**src/rtl/deco_pkg.sv**
```systemverilog
// Shared types and constants for the encoded-code FIFO with one-hot decode.
package deco_pkg;

    localparam int CODE_W   = 3;
    localparam int ONEHOT_W = 8;

    typedef enum logic [1:0] {
        EMPTY   = 2'd0,
        PARTIAL = 2'd1,
        FULL    = 2'd2
    } fifo_state_e;

    typedef struct packed {
        logic              zero;
        logic [CODE_W-1:0] code;
    } entry_t;

endpackage

```
**src/rtl/deco_core.sv**
```systemverilog
// Combinational 3:8 decoder; zero_force blanks the whole word.
module deco_core
    import deco_pkg::*;
(
    input  logic [CODE_W-1:0]   code,
    input  logic                zero_force,
    output logic [ONEHOT_W-1:0] onehot
);

    always_comb begin
        onehot = '0;
        if (!zero_force) begin
            onehot[code] = 1'b1;
        end
    end

endmodule

```
**src/rtl/deco_fifo_dut.sv**
```systemverilog
// Circular buffer of encoder codes, decoded to one-hot at the head on the way out.
// Handshake: a word moves on any rising edge where valid && ready; valid never waits on ready.
module deco_fifo_dut
    import deco_pkg::*;
#(
    parameter int DEPTH = 4
)
(
    input  logic                         clk,
    input  logic                         rst_n,
    input  logic                         in_valid,
    output logic                         in_ready,
    input  logic [2:0]                   in_code,
    input  logic                         in_zero,
    output logic                         out_valid,
    input  logic                         out_ready,
    output logic [7:0]                   out_onehot,
    output logic [$clog2(DEPTH+1)-1:0]   level,
    output logic [7:0]                   zero_cnt,
    output logic [1:0]                   state_dbg
);

    localparam int PTR_W = $clog2(DEPTH);
    localparam int LVL_W = $clog2(DEPTH + 1);
    localparam logic [LVL_W-1:0] LVL_ONE  = LVL_W'(1);
    localparam logic [LVL_W-1:0] LVL_LAST = LVL_W'(DEPTH - 1);

    fifo_state_e      state;
    fifo_state_e      state_nxt;
    entry_t           mem [DEPTH];
    entry_t           head;
    logic [PTR_W-1:0] wr_ptr;
    logic [PTR_W-1:0] rd_ptr;
    logic [LVL_W-1:0] level_q;
    logic [7:0]       zero_cnt_q;
    logic             push;
    logic             pop;

    always_comb begin
        state_nxt = state;
        in_ready  = (state != FULL);
        out_valid = (state != EMPTY);
        push      = in_valid && in_ready;
        pop       = out_valid && out_ready;
        unique case (state)
            EMPTY: begin
                if (push) state_nxt = PARTIAL;
            end
            PARTIAL: begin
                if (push && !pop && level_q == LVL_LAST) begin
                    state_nxt = FULL;
                end else if (pop && !push && level_q == LVL_ONE) begin
                    state_nxt = EMPTY;
                end
            end
            FULL: begin
                if (pop) state_nxt = PARTIAL;
            end
            default: state_nxt = EMPTY;
        endcase
    end

    always_ff @(posedge clk) begin
        if (!rst_n) begin
            state      <= EMPTY;
            wr_ptr     <= '0;
            rd_ptr     <= '0;
            level_q    <= '0;
            zero_cnt_q <= '0;
        end else begin
            state <= state_nxt;
            if (push) wr_ptr <= wr_ptr + PTR_W'(1);
            if (pop)  rd_ptr <= rd_ptr + PTR_W'(1);
            if (push && !pop) begin
                level_q <= level_q + LVL_W'(1);
            end else if (pop && !push) begin
                level_q <= level_q - LVL_W'(1);
            end
            if (push && in_zero && zero_cnt_q != 8'hFF) begin
                zero_cnt_q <= zero_cnt_q + 8'd1;
            end
        end
    end

    // Storage is left unreset; it is only read while the buffer holds entries.
    always_ff @(posedge clk) begin
        if (rst_n && push) begin
            mem[wr_ptr] <= '{zero: in_zero, code: in_code};
        end
    end

    assign head = mem[rd_ptr];

    deco_core u_deco_core (
        .code       (head.code),
        .zero_force (head.zero || !out_valid),
        .onehot     (out_onehot)
    );

    assign level     = level_q;
    assign zero_cnt  = zero_cnt_q;
    assign state_dbg = state;

endmodule

```
**config.mk**
```make
export PLATFORM = sky130hd
export DESIGN_NAME = deco_fifo_dut
export DESIGN_NICKNAME = d
export VERILOG_FILES = /design/src/rtl/deco_pkg.sv /design/src/rtl/deco_core.sv /design/src/rtl/deco_fifo_dut.sv
export SDC_FILE = /design/constraint.sdc
export NUM_CORES = 1
export LEC_CHECK = 0
export ABC_AREA = 1
export CORE_AREA = 2 2 62 107
export CTS_CLUSTER_DIAMETER = 30
export DETAILED_ROUTE_END_ITERATION = 8
export DIE_AREA = 0 0 64 109
export GPL_TIMING_DRIVEN = 0
export PLACE_DENSITY = 0.48
export SLEW_MARGIN = 20
export SYNTH_ARGS = -nofsm -noshare
export SYNTH_HDL_FRONTEND = slang
export SYNTH_SLANG_ARGS = --single-unit
```
**constraint.sdc**
```tcl
create_clock -name clk -period 1.78 [get_ports clk]
set_input_delay 0.356 -clock clk [delete_from_list [all_inputs] [get_ports clk]]
set_output_delay 0.356 -clock clk [all_outputs]
set_load 0.02 [all_outputs]
```
==> out/results.ini, run 1 <==
[yosys]
syn-num-nets=228
ys_seq_area_frac=0.483
synth_mux_area_frac=0
ys_warn_count=0
netlist_instances=209
syn-cell-area_um2=1780
synthAdderAreaFrac=0.0773
synth_compound_area_frac=0.104
synth_area_per_cell_um2=8.52
synthTopCellsByArea=edfxtp_1 (27%), dfxtp_1 (21%), nand2_1 (8.6%)
synth-simple-area-share=0.229
yosysTopAreaCell=edfxtp_1
synth_top_area_frac=0.270
ys_ff_latch=35
synth_top_family_by_area=simple AND/OR/NAND/NOR gates
synth_xor_area_frac=0.0295
synth_cell_types=23

[power]
ir_worst_vdd_mv=0.483
total_power_uw=1710
pwr-share-seq=0.527
swShare=0.265
pwr-share-clk=0.312
p_comb_frac=0.161
switching_power_uw=453
power.density_nw_per_um2=740
p_leak_uw=0.000964
p_int_uw=1260

[layout]
nFillCells=649
fin_util=0.376
seqCellArea_um2=868
multiInputGateArea_um2=822
finalInstanceArea_um2=2310
layout-drive-gt1-share=0.222
nets=266
area_delta_synth_final_pct=29.7
n_antenna_cell=0

[critical_path]
cp.required_ps=1420
critical_path_class=reg2out
reg2reg_slack_ps=110
cp-start-kind=flip-flop
worstPathArrival_ps=1440
rr_endpoint=mem[3][3]$_DFFE_PP_
ff2ff_path_depth=6
end_kind=primary output
worstReg2RegStart=state_dbg[0]$_SDFFE_PN0P_
path_max_fanout=8

[cts]
clk_path_buf_depth=2
clk_latency_ps=280
numCtsBuffers=5
cts-root-buf=clkbuf_8
htreeDepth=2
clock_sinks=35
cts_tree=done
clkTransAtPathRegs_ps=70

[die]
core_area_um2=6130
start_util=0.290
die_area_um2=6980
std_cell_rows=38
io_pins=31
die_h_um=109
die_w_um=64

[timing]
tightest_slew_ps=391
rsz0062_at_grt=true
finalWorstSetupSlack_ps=-19.0
hold_viol=0
clock_skew_ps=9.40
relSlewSlack=0.738
fin_crit_sh=1.01
setup_viol=5
max_freq_mhz=556
min_period_ps=1800
slew_violations=0

[drt]
first_iter_violations=29
vias=1397
dr.pass1.iters=4
antenna_left=0
detail_route.vias_per_cell=4.26
wl_um=3600
avgRoutedWirePerCell_um=11.0
drc=0

[hold_path]
hold_depth=3
min_to=zero_cnt[6]$_SDFFE_PN0P_
hold_path_class=in2reg
min-delay-start=rst_n

[global_routing]
grt_overflow=0
grt_pass1_vias=1359
met1_usage=0.112
grt_pass1_wl_um=6110
grt_max_degree=12
grtUsageMet3=0.0248
grt_usage=0.115
busiest_layer=met2
grtUsageMet2=0.225
antenna_found_initial=0

[placed_design]
io_buffers=29
placedInstanceArea_um2=2170
dp_slack_ps=-318
hpwlAfterDp_um=2850
gp_congestion=0.761

[outcome]
violations=setup timing
status=finished, violations left

[run]
max_cap_violations=0

[layout make-up]
class | instances | share of cell area
Clock buffer | 6 | 0.0314
Timing Repair Buffer | 32 | 0.131
Clock inverter | 2 | 0.00379
Multi-Input combinational cell | 139 | 0.356
Tap cell | 80 | 0.0434
Sequential cell | 35 | 0.376
Buffer | 1 | 0.00217
Inverter | 33 | 0.0558
[critical path, stage by stage, from the launching register on]
cell      delay (ps)
dfxtp_4          410
inv_6             50
o211ai_1         220
nand2_2          100
inv_2             70
nand2_1           70
nor2_1           110
buf_4            150
[how the worst max path moves through the flow]
stage                                          from             to  slack, ps  depth (start not counted)
after floorplan           state_dbg[1]$_SDFFE_PN0P_  out_onehot[1]        180                          4
after global placement                    flip-flop  out_onehot[1]       -300                          8
after detailed placement                  flip-flop  out_onehot[1]       -320                          8
after CTS                                 flip-flop  out_onehot[1]       -100                          8
after global routing                      flip-flop  out_onehot[1]       -170                          7
final                                     flip-flop  out_onehot[5]        -20                          7
[cell families (layout without fill, tap and decap cells)]
| family | Yosys count | after routing |
|---|---|---|
| AO/OA/AOI/OAI | 32 | 32 |
| XOR/XNOR | 6 | 6 |
| adder cells (fa/ha/maj) | 11 | 11 |
| buffers and inverters | 35 | 74 |
| flip-flops | 35 | 35 |
| AND/OR/NAND/NOR | 90 | 90 |
[layer usage]
layer / routed length [µm] / share of wire
met3: 137 / 0.038
met4: 31 / 0.0086
met5: 0 / 0
met1: 1320 / 0.37
met2: 2110 / 0.59
[power by group through the flow]
stage	Sequential, µW	Combinational [µW]	Clock [µW]
after detailed placement	916	268	0
final	901	274	533
after global placement	916	268	0
after CTS	899	275	556
after floorplan	930	155	0
after global routing	905	315	613
[cell usage after synthesis, drive strengths merged]
master	instances
edfxtp	16
nand3	14
ha	11
a211oi	1
o211ai	3
dfxtp	19
buf	2
xor2	5
inv	33
nand4	2
o21ai	13
nor2	29
a21oi	15
nand2	45
xnor2	1
[layout by cell type, fill, tap and decap left out, types with 3 or more instances in the layout]
cell	n
nor2_2	5
o21ai_1	10
buf_4	9
a21oi_1	10
a21oi_2	5
o21ai_0	3
nand3_2	4
nor2_1	21
inv_1	22
ha_1	11
dfxtp_1	17
xor2_1	5
clkdlybuf4s50_1	17
o211ai_1	3
clkbuf_8	5
nand3_1	10
inv_2	10
nand2_1	38
nand2_2	5
nor2_4	3
edfxtp_1	16
[flip-flops by register name (all words and copies together) (netlist names), named ones only]
register	cells
level	3
mem	16
rd_ptr	2
state_dbg	2
wr_ptr	2
zero_cnt	8
[timing repair]
action | in CTS | in global routing
hold endpoints to repair | 0 | 0
hold buffers | 0 | 0
buffers inserted | 3 | 0
resized for setup | 46 | 19
endpoints found under the setup margin | 10 | 16
cloned | 0 | 0
pin swaps | 6 | 14
[stage by stage]
step	cells	setup TNS (ps)	hold slack, ps
6_report	328	-46.8	418
5_1_grt	328	-1140	429
4_1_cts	329	-704	427
3_5_place_dp	318	-5590	471
3_3_place_gp	318	-5620	464
2_1_floorplan	209	0	447
No activity file was read; power rests on OpenSTA's default activity.
==> run 2: changes to the inputs <==
--- a/config.mk
+++ b/config.mk
@@ -10,8 +10,9 @@
 export CTS_CLUSTER_DIAMETER = 30
 export DETAILED_ROUTE_END_ITERATION = 8
 export DIE_AREA = 0 0 64 109
+export DONT_BUFFER_PORTS = 1
 export GPL_TIMING_DRIVEN = 0
-export PLACE_DENSITY = 0.48
+export PLACE_DENSITY = 0.42
 export SLEW_MARGIN = 20
 export SYNTH_ARGS = -nofsm -noshare
 export SYNTH_HDL_FRONTEND = slang
==> run 2 against run 1 <==
Compared with the run above: the flow still finishes with violations (setup timing); global-route usage increased by 0.72 points; total power grew 11%; setup slack worse by 2.2 ps; critical path depth grew 1; maximum frequency decreased by 0.12%; clock skew down 1.0 ps; die area unchanged; core utilization down 1.9 points; combinational power is 11% lower; routed wire length rose by 4.1%; critical path type unchanged; highest routed layer unchanged.
==> out/results.ini, run 2 (synthesis results as in run 1) <==
[timing]
fin_crit_sh=1.01
relSlewSlack=0.729
tightest_slew_ps=406
finalWorstSetupSlack_ps=-21.2
hold_viol=0
slew_violations=0
clock_skew_ps=8.38
setup_viol=8
max_freq_mhz=555
min_period_ps=1800
rsz0062_at_grt=true

[critical_path]
end_kind=primary output
cpMostUsedCell=buf_6
cp-start-kind=flip-flop
endpoint=out_onehot[7]
cp.required_ps=1420
path_max_fanout=8
worstPathArrival_ps=1450
cpPeakStageDelay_ps=340
path_delay_family=simple AND/OR/NAND/NOR gates
crit_buf_inv=3
critical_path_class=reg2out
ff2ff_path_depth=6
worstReg2RegStart=state_dbg[0]$_SDFFE_PN0P_
cp.depth=8
slowest_stage=dfxtp_2
reg2reg_slack_ps=110
rr_endpoint=mem[2][1]$_DFFE_PP_
crit_chain=buf_6 -> inv_8 -> nand2_4 -> nand3_2 -> nand2_2 -> nand4_1 -> buf_6 -> nor2_4

[placed_design]
dp_slack_ps=-209
placedInstanceArea_um2=1880
hpwlAfterDp_um=2830
post-place-cells=289
gp_congestion=0.743
io_buffers=0

[die]
core_area_um2=6130
io_pins=31
std_cell_rows=38
die_area_um2=6980
die_w_um=64
start_util=0.290
die_h_um=109

[power]
swShare=0.257
pwr-share-seq=0.485
p_leak_uw=0.000850
power.density_nw_per_um2=867
p_comb_frac=0.128
total_power_uw=1900
ir_worst_vdd_mv=0.584
switching_power_uw=487
pwr-share-clk=0.387
p_int_uw=1410

[layout]
largest_register_ffs=16
layout_commonest_cell=nand2_1
fin_cells=300
most-common-layout-cells=nand2_1 (32), inv_1 (22), edfxtp_1 (16), dfxtp_1 (15), nor2_1 (13)
multiInputGateArea_um2=921
nets=238
layout-drive-gt1-share=0.295
seqCellArea_um2=871
n_antenna_cell=0
area_delta_synth_final_pct=23.0
nFillCells=645
finalInstanceArea_um2=2190
regMostFlops=mem

[cts]
htreeDepth=2
numCtsBuffers=5
clock_sinks=35
cts_tree=done
clk_path_buf_depth=2
clk_latency_ps=280
cts-root-buf=clkbuf_8
clkTransAtPathRegs_ps=70

[drt]
antenna_left=0
vias=1320
drc=0
first_iter_violations=10
wl_um=3750
dr.pass1.iters=4
detail_route.vias_per_cell=4.40
avgRoutedWirePerCell_um=12.5

[run]
max_cap_violations=0

[global_routing]
grt_overflow=0
grt_pass1_wl_um=6490
antenna_found_initial=0
grt_max_degree=12
grt_usage=0.122
grt_pass1_vias=1343

[outcome]
status=finished, violations left
violations=setup timing

[hold_path]
hold_path_class=in2reg

run 2: routing by layer:
metal / routed length [µm] / GRT usage / vias up
met1: 1360 / 0.121 / 587
met2: 2160 / 0.231 / 35
li1: - / - / 696
met4: 37 / 0.0512 / 0
met3: 196 / 0.0372 / 2
met5: 0 / 0 / -
run 2: final cells by class:
class                      instances  area share
clock inverter                     2      0.0160
multi-input combinational        139       0.421
sequential                        35       0.398
inverter                          33      0.0623
tap                               80      0.0457
clock buffer                       6      0.0377
buffer                             2     0.00743
timing repair buffer               3      0.0126
run 2: worst min path at each step:
stage / cells after the start / from / to
floorplan: 1 / rd_ptr[0]$_SDFFE_PN0P_ / flip-flop
global route: 0 / in_code[2] / mem[2][2]$_DFFE_PP_
CTS: 0 / in_code[0] / mem[2][0]$_DFFE_PP_
detailed placement: 0 / in_code[0] / mem[2][0]$_DFFE_PP_
finish: 0 / in_code[0] / mem[2][0]$_DFFE_PP_
global placement: 0 / in_code[2] / mem[2][2]$_DFFE_PP_
run 2: what timing repair did:
action                     in CTS  in global routing
pin swaps                      11                 13
buffers inserted                2                  0
hold buffers                    0                  0
cloned                          1                  0
setup endpoints to repair      24                 20
gates resized for setup        35                 17
run 2: per-stage QoR:
stage	util	hold slack, ps	TNS, ps
floorplan	-	447	0
global placement	0.307	455	-2630
detailed placement	0.307	455	-2790
CTS	0.347	160	-153
global route	0.357	151	-950
finish	0.357	172	-89.7
run 2: power groups by stage:
stage | sequential [µW] | combinational, µW | clock [µW]
after floorplan | 930 | 155 | 0
after detailed placement | 938 | 190 | 0
after global placement | 938 | 189 | 0
after CTS | 920 | 227 | 759
after global routing | 925 | 278 | 790
final | 920 | 243 | 734
